--- config.mk ---
export PLATFORM = sky130hd
export DESIGN_NAME = vector_mem_wb_stage
export DESIGN_NICKNAME = d
export VERILOG_FILES = /design/src/rtl/vector_mem_wb_stage.sv
export SDC_FILE = /design/constraint.sdc
export NUM_CORES = 1
export LEC_CHECK = 0
export CORE_MARGIN = 5
export CORE_UTILIZATION = 47
export CTS_CLUSTER_DIAMETER = 120
export DETAILED_ROUTE_END_ITERATION = 10
export PLACE_DENSITY = 0.79
export SLEW_MARGIN = 5
export SYNTH_ARGS = -nofsm -noshare
export SYNTH_HDL_FRONTEND = slang
export SYNTH_SLANG_ARGS = --single-unit
--- constraint.sdc ---
create_clock -name clk -period 12 [get_ports clk]
set_input_delay 2.4 -clock clk [delete_from_list [all_inputs] [get_ports clk]]
set_output_delay 2.4 -clock clk [all_outputs]
set_load 0.02 [all_outputs]
--- src/rtl/vector_mem_wb_stage.sv ---
// TessiaX64 MEM->WB pipeline register with a 4-lane x 16-bit vector gather over a narrow lane port.
// Optional per-lane ack timeout: define LANE_TIMEOUT_EN.
module vector_mem_wb_stage #(
  parameter int unsigned WIDTH   = 8,
  parameter int unsigned ADDR_W  = 16,
  parameter int unsigned TIMEOUT = 15
) (
  input  logic                   clk,
  input  logic                   rst,
  input  logic                   ValidM,
  input  logic                   VectorLoadM,
  input  logic                   MemToRegM,
  input  logic                   VectorMemWriteM,
  input  logic                   RegWriteM,
  input  logic                   VRegWriteM,
  input  logic [3:0]             WriteRegM,
  input  logic [WIDTH-1:0]       ALUOutM,
  input  logic [WIDTH-1:0]       ReadDataM,
  input  logic [3:0][15:0]       VectorALUOutM,
  input  logic [ADDR_W-1:0]      VectorAddrM,
  input  logic                   FlushW,
  output logic                   LaneReq,
  output logic [ADDR_W-1:0]      LaneAddr,
  input  logic [15:0]            LaneRdata,
  input  logic                   LaneAck,
  output logic                   StallM,
  output logic                   ValidW,
  output logic                   RegWriteW,
  output logic                   VRegWriteW,
  output logic                   MemToRegW,
  output logic                   VectorMemWriteW,
  output logic [3:0]             WriteRegW,
  output logic [WIDTH-1:0]       ALUOutW,
  output logic [WIDTH-1:0]       ReadDataW,
  output logic [3:0][15:0]       VectorALUOutW,
  output logic [3:0][15:0]       VectorReadDataW,
  output logic                   VectorLoadErrW
);

  if (TIMEOUT < 1) begin : g_timeout_check
    $error("TIMEOUT must be at least 1");
  end

  typedef enum logic [1:0] {
    S_IDLE   = 2'd0,
    S_GATHER = 2'd1,
    S_DONE   = 2'd2
  } state_e;

  state_e              state_q, state_d;
  logic [1:0]          lane_q, lane_d;
  logic [ADDR_W-1:0]   base_q, base_d;
  logic [3:0][15:0]    lane_buf_q, lane_buf_d;
  logic                lane_req_q, lane_req_d;
  logic [ADDR_W-1:0]   lane_addr_q, lane_addr_d;

  logic                valid_w_q, valid_w_d;
  logic                reg_write_w_q, reg_write_w_d;
  logic                vreg_write_w_q, vreg_write_w_d;
  logic                mem_to_reg_w_q, mem_to_reg_w_d;
  logic                vec_mem_write_w_q, vec_mem_write_w_d;
  logic [3:0]          write_reg_w_q, write_reg_w_d;
  logic [WIDTH-1:0]    alu_out_w_q, alu_out_w_d;
  logic [WIDTH-1:0]    read_data_w_q, read_data_w_d;
  logic [3:0][15:0]    vec_alu_out_w_q, vec_alu_out_w_d;
  logic [3:0][15:0]    vec_read_data_w_q, vec_read_data_w_d;

  logic                stall_c;
  logic                valid_in_c;
  logic                lane_adv_c;
  logic [15:0]         lane_data_c;

`ifdef LANE_TIMEOUT_EN
  localparam int unsigned CNT_W = $clog2(TIMEOUT + 1);
  localparam logic [15:0] TIMEOUT_FILL = 16'hDEAD;

  logic [CNT_W-1:0]    tmo_cnt_q, tmo_cnt_d;
  logic                err_q, err_d;
  logic                vec_load_err_w_q, vec_load_err_w_d;
`endif

  // Gather FSM, lane request generation and W-stage capture.
  always_comb begin
    state_d     = state_q;
    lane_d      = lane_q;
    base_d      = base_q;
    lane_buf_d  = lane_buf_q;
    stall_c     = 1'b0;
    lane_adv_c  = 1'b0;
    lane_data_c = LaneRdata;
`ifdef LANE_TIMEOUT_EN
    tmo_cnt_d   = tmo_cnt_q;
    err_d       = err_q;
`endif

    case (state_q)
      S_IDLE: begin
        if (ValidM && VectorLoadM) begin
          stall_c = 1'b1;
          base_d  = VectorAddrM;
          lane_d  = 2'd0;
          state_d = S_GATHER;
`ifdef LANE_TIMEOUT_EN
          tmo_cnt_d = '0;
          err_d     = 1'b0;
`endif
        end
      end
      S_GATHER: begin
        stall_c = 1'b1;
        if (FlushW) begin
          state_d = S_IDLE;
          lane_d  = 2'd0;
        end else begin
          lane_adv_c = LaneAck;
`ifdef LANE_TIMEOUT_EN
          // A silent lane is filled with a marker and the gather moves on.
          if (!LaneAck) begin
            if (tmo_cnt_q == CNT_W'(TIMEOUT - 1)) begin
              lane_adv_c  = 1'b1;
              lane_data_c = TIMEOUT_FILL;
              err_d       = 1'b1;
            end else begin
              tmo_cnt_d = tmo_cnt_q + 1'b1;
            end
          end
`endif
          if (lane_adv_c) begin
            lane_buf_d[lane_q] = lane_data_c;
`ifdef LANE_TIMEOUT_EN
            tmo_cnt_d = '0;
`endif
            if (lane_q == 2'd3) begin
              state_d = S_DONE;
            end else begin
              lane_d = lane_q + 2'd1;
            end
          end
        end
      end
      S_DONE: state_d = S_IDLE;
      default: state_d = S_IDLE;
    endcase

    lane_req_d  = (state_d == S_GATHER);
    lane_addr_d = lane_req_d ? (base_d + ADDR_W'({lane_d, 1'b0})) : '0;

    valid_in_c        = ValidM & ~FlushW;
    valid_w_d         = 1'b0;
    reg_write_w_d     = 1'b0;
    vreg_write_w_d    = 1'b0;
    mem_to_reg_w_d    = mem_to_reg_w_q;
    vec_mem_write_w_d = vec_mem_write_w_q;
    write_reg_w_d     = write_reg_w_q;
    alu_out_w_d       = alu_out_w_q;
    read_data_w_d     = read_data_w_q;
    vec_alu_out_w_d   = vec_alu_out_w_q;
    vec_read_data_w_d = vec_read_data_w_q;
`ifdef LANE_TIMEOUT_EN
    vec_load_err_w_d  = 1'b0;
`endif

    // Stalled cycles issue a bubble; data registers keep their contents.
    if (!stall_c) begin
      valid_w_d         = valid_in_c;
      reg_write_w_d     = RegWriteM & valid_in_c;
      vreg_write_w_d    = VRegWriteM & valid_in_c;
      mem_to_reg_w_d    = MemToRegM;
      vec_mem_write_w_d = VectorMemWriteM;
      write_reg_w_d     = WriteRegM;
      alu_out_w_d       = ALUOutM;
      read_data_w_d     = ReadDataM;
      vec_alu_out_w_d   = VectorALUOutM;
      if (state_q == S_DONE) begin
        vec_read_data_w_d = lane_buf_q;
`ifdef LANE_TIMEOUT_EN
        vec_load_err_w_d  = err_q & valid_in_c;
`endif
      end
    end
  end

  always_ff @(posedge clk or posedge rst) begin
    if (rst) begin
      state_q           <= S_IDLE;
      lane_q            <= 2'd0;
      base_q            <= '0;
      lane_buf_q        <= '0;
      lane_req_q        <= 1'b0;
      lane_addr_q       <= '0;
      valid_w_q         <= 1'b0;
      reg_write_w_q     <= 1'b0;
      vreg_write_w_q    <= 1'b0;
      mem_to_reg_w_q    <= 1'b0;
      vec_mem_write_w_q <= 1'b0;
      write_reg_w_q     <= '0;
      alu_out_w_q       <= '0;
      read_data_w_q     <= '0;
      vec_alu_out_w_q   <= '0;
      vec_read_data_w_q <= '0;
`ifdef LANE_TIMEOUT_EN
      tmo_cnt_q         <= '0;
      err_q             <= 1'b0;
      vec_load_err_w_q  <= 1'b0;
`endif
    end else begin
      state_q           <= state_d;
      lane_q            <= lane_d;
      base_q            <= base_d;
      lane_buf_q        <= lane_buf_d;
      lane_req_q        <= lane_req_d;
      lane_addr_q       <= lane_addr_d;
      valid_w_q         <= valid_w_d;
      reg_write_w_q     <= reg_write_w_d;
      vreg_write_w_q    <= vreg_write_w_d;
      mem_to_reg_w_q    <= mem_to_reg_w_d;
      vec_mem_write_w_q <= vec_mem_write_w_d;
      write_reg_w_q     <= write_reg_w_d;
      alu_out_w_q       <= alu_out_w_d;
      read_data_w_q     <= read_data_w_d;
      vec_alu_out_w_q   <= vec_alu_out_w_d;
      vec_read_data_w_q <= vec_read_data_w_d;
`ifdef LANE_TIMEOUT_EN
      tmo_cnt_q         <= tmo_cnt_d;
      err_q             <= err_d;
      vec_load_err_w_q  <= vec_load_err_w_d;
`endif
    end
  end

  assign StallM          = stall_c;
  assign LaneReq         = lane_req_q;
  assign LaneAddr        = lane_addr_q;
  assign ValidW          = valid_w_q;
  assign RegWriteW       = reg_write_w_q;
  assign VRegWriteW      = vreg_write_w_q;
  assign MemToRegW       = mem_to_reg_w_q;
  assign VectorMemWriteW = vec_mem_write_w_q;
  assign WriteRegW       = write_reg_w_q;
  assign ALUOutW         = alu_out_w_q;
  assign ReadDataW       = read_data_w_q;
  assign VectorALUOutW   = vec_alu_out_w_q;
  assign VectorReadDataW = vec_read_data_w_q;
`ifdef LANE_TIMEOUT_EN
  assign VectorLoadErrW  = vec_load_err_w_q;
`else
  assign VectorLoadErrW  = 1'b0;
`endif

endmodule

==> results <==
- By startpoint and endpoint, the worst setup path is classified as input pin to primary output.
- The type of element capturing the critical path is a primary output.
- Walking the worst path, the cells encountered are clkdlybuf4s50_1 -> a21oi_1 -> nor2_4 -> clkdlybuf4s50_1.
- The post-route minimum period is 6.85 ns.
- The startpoint of the most critical hold path is base_q[0].
- Derived from the worst setup path, the maximum achievable clock frequency is 0.146 GHz.
- The site row count is 53.
- Dividing the final minimum period by the clock period gives 0.571.
- Dividing the detail-routed via count by the number of cells gives 5.08.
- The TritonCTS clock tree is built.
- Entering global routing, the biggest net connects 108 pins.
- The initial core utilization is 0.472.
- In this run the count of I/O pins placed on the die edge is 298.
- Internal power comes to 1.63 mW.
- Data on the critical path arrives at its endpoint at 4.45 ns.
- The number of clock sinks is 254.
- In this run the tightest slew margin relative to its limit is 0.250.
- The remaining number of nets flagged by the antenna check after routing is 0.
- The global-route congestion overflow total is 0.
- The floorplan die area is 0.0239 mm^2.
- The synthesized design contains 0 enable-type register cells.
- The run finished with clean final reports.
- The average instance in the mapped netlist occupies 15.5 um^2.
- The initial antenna violation count was 1.
- The share of total power dissipated in combinational logic is 0.187.
- The number of pins exceeding their max-slew limit in the final report is 0.
- The biggest fanout along the worst timing path is 30.
- In the global route stage, overall resource usage came out at 0.195.
- At the end of routability-driven placement, the weighted congestion stood at 0.833.
- The final layout net count is 1065.
- The first global-routing pass estimated 37.8 mm of wire.
- The cell with the most instances on the worst path is sky130_fd_sc_hd__clkdlybuf4s50_1.
- The DRC violation total after the first TritonRoute iteration is 197.
- The launch point of the worst reg-to-reg path is state_q[1].
- The cell type group with the largest total delay on the critical path is buffers and inverters.
- Ranked by total cell area, the synthesized netlist is headed by sky130_fd_sc_hd__dfrtp_1 65%, sky130_fd_sc_hd__mux2_2 26%, sky130_fd_sc_hd__a21oi_1 0.76%, sky130_fd_sc_hd__nand2_1 0.76%, sky130_fd_sc_hd__buf_2 0.71%.
- The number of detailed-routing iterations run before antenna repair is 4.
- For this design the static power due to leakage is 6.23 nW.
- The clock arrives with 0.00999 ns of skew.
- STA classifies the critical path startpoint as an input pin.
- Once placement finished, the instance area stood at 0.0131 mm^2.
- Counting flops with an async set or reset pin after synthesis yields a share of 1.00.
- In this run, synthesis produced a sequential element count of 254.
- The sum of negative setup slack is 0 ns.
- The slowest stage of the critical path belongs to the cell sky130_fd_sc_hd__clkdlybuf4s50_1.
- Detailed placement ended at an HPWL of 16.6 mm.
- The die is 155 um tall.
- Compared with the post-synthesis result, the final layout area differs by 41.8%.
- The total routed wirelength is 23.6 mm.
- After clock tree synthesis, the clock-pin slew on the worst setup and hold paths is 0.07 ns.
- For the worst-skew pair, the clock arrives at the later sink with an insertion delay of 0.53 ns.
- The routed length per placed instance is 19.1 um.
- The largest total area in the synthesized netlist belongs to sky130_fd_sc_hd__dfrtp_1.
- Of the synthesized area, sequential elements account for 0.646.
- Hold is met by 0.479 ns.
- The largest single stage delay on the critical path is 0.75 ns.
- The worst ir drop on vdd is 124 uV.
- Yosys printed 0 warnings.
- The number of hold violations in the final report came to 0.
- The width of the chip is 155 um.
- The critical path starts at ValidM.
- The total number of vias is 6259.
- Synthesis produced a netlist with a net count of 762.
- The synthesized netlist contains 40 unique library cells.
- At the pin with the least slew margin, the transition time is 1.13 ns.
- The ratio of cells with drive above 1 in the final layout is 0.302.
- The total DRC errors in the routed layout is 0.
- Setup violations remaining at the end of the flow were counted as 0.
- The clock tree root buffer cell is sky130_fd_sc_hd__clkbuf_16.
- In this run the cell area of the synthesized design comes to 0.00984 mm^2.
- The class of the most critical hold timing path is flop to flop.
- The post-cts gate resize count is 0.
- The portion of total power attributed to sequential cells is 0.459.
- The hold buffer count at cts is 0.
- The number of CTS-inserted buffers is 27.
- In this run the tool buffered the top-level ports with 296 buffer cells.
- Setup repair after global routing left no endpoint under its margin.
- The H-tree depth reported by CTS is 1.
- The power per cell area is 158 mW/mm^2.
- After routing the design area is 0.0139 mm^2.
- The portion of synthesized cell area occupied by the leading cell type is 0.646.
- In the synthesized netlist the dominant register cell turns out to be sky130_fd_sc_hd__dfrtp_1.
- The data required time of the worst path is 9.60 ns.
- The number of standard cells after synthesis is 633.
- After clock tree synthesis, the setup repair step added 0 buffers.
- Of the total power, the share spent switching nets is 0.264.
- The worst path buffer plus inverter count is 2.
- Of the total power, the clock network draws 0.353.
- The layout has 1559 filler cells.
- Max-cap violations in this run came to 0.
- For this design the total switching power over the nets is 583 uW.
- The via count of the first global-routing pass is 6785.
- The total core area is 0.0208 mm^2.
- The clock passes through at most 3 buffers.
==> path summary, 6_finish.rpt <==
kind,endpoint,slack (ns),cells after the start
min in group asynchronous,VectorALUOutW[40],2.39,2
setup / recovery,StallM,5.15,4
max in group asynchronous,VectorReadDataW[8],8.05,3
hold reg to reg,base_q[0],0.48,2
setup reg to reg,LaneAddr[13],8.87,9
hold / removal,base_q[0],0.48,2
==> stage by stage <==
| step | setup WS [ns] | power, mW | util | cells |
|---|---|---|---|---|
| 2_1_floorplan | 2.61 | 1.24 | - | 633 |
| 3_3_place_gp | 5.13 | 1.44 | 0.629 | 1182 |
| 3_5_place_dp | 5.14 | 1.45 | 0.629 | 1182 |
| 4_1_cts | 5.11 | 2.24 | 0.670 | 1232 |
| 5_1_grt | 5.07 | 2.31 | 0.670 | 1233 |
| 6_report | 5.15 | 2.21 | 0.670 | 1233 |
==> cells in the mapped netlist (all sizes together) (8+ instances only) <==
master	number
nand4	9
mux2	229
buf	16
nand3	8
dfrtp	254
nand2	20
a21oi	15
clkbuf	13
==> cell usage in the layout (no fill, tap or decap), drive strengths merged, types with 7 or more instances in the layout <==
| cell | synthesis | routed |
|---|---|---|
| nand3 | 8 | 8 |
| dfrtp | 254 | 254 |
| clkinv | 0 | 11 |
| clkbuf | 13 | 36 |
| buf | 16 | 7 |
| mux2 | 229 | 229 |
| nand4 | 9 | 9 |
| a21oi | 15 | 15 |
| inv | 6 | 7 |
| nand2 | 20 | 20 |
| clkdlybuf4s50 | 0 | 296 |
==> metal layers <==
layer	track usage	part of all wire
met1	0.242	0.40
met3	0.0688	0.088
met4	0.0547	0.026
met5	0	0
met2	0.327	0.49
==> worst min-delay path, cell delays in order, from the launching register on <==
cell and delay, ns:
sky130_fd_sc_hd__dfrtp_1 0.33, sky130_fd_sc_hd__nand2_1 0.06, sky130_fd_sc_hd__nand2_1 0.06
==> kinds of logic after synthesis <==
group                      Yosys count  synth area share
AOI/OAI and AO/OA                   29            0.0183
muxes                              235             0.269
adders and majority gates            3           0.00458
buffers and inverters               35            0.0159
and+or+nand+nor                     75            0.0447
DFF                                254             0.646
xor gates and xnor gates             1          0.000891
other                                1          0.000381
==> layout make-up <==
class                      instances  area, um^2  share of cell area
tap                              275         344              0.0247
sequential                       254        6360               0.456
clock inverter                    14        97.6             0.00700
antenna                            1        2.50            0.000179
inverter                           6        30.0             0.00215
clock buffer                      36         749              0.0537
timing repair buffer             303        3020               0.216
multi-input combinational        344        3350               0.240
==> flip-flops by register name (all words and copies together) (netlist names), 2 cells and up <==
register and cells:
VectorALUOutW 64, VectorReadDataW 64, lane_buf_q 64, LaneAddr 16, base_q 16, ALUOutW 8, ReadDataW 8, WriteRegW 4
lane_q 2, state_q 2
==> power by group through the flow <==
stage / Sequential (mW) / Clock [mW] / Combinational [mW]
after floorplan: 1.09 / 0 / 0.153
after global placement: 1.03 / 0 / 0.412
after detailed placement: 1.03 / 0 / 0.419
after CTS: 1.02 / 0.805 / 0.421
after global routing: 1.03 / 0.838 / 0.445
final: 1.02 / 0.781 / 0.414
Power figures use the tool's default switching activity.
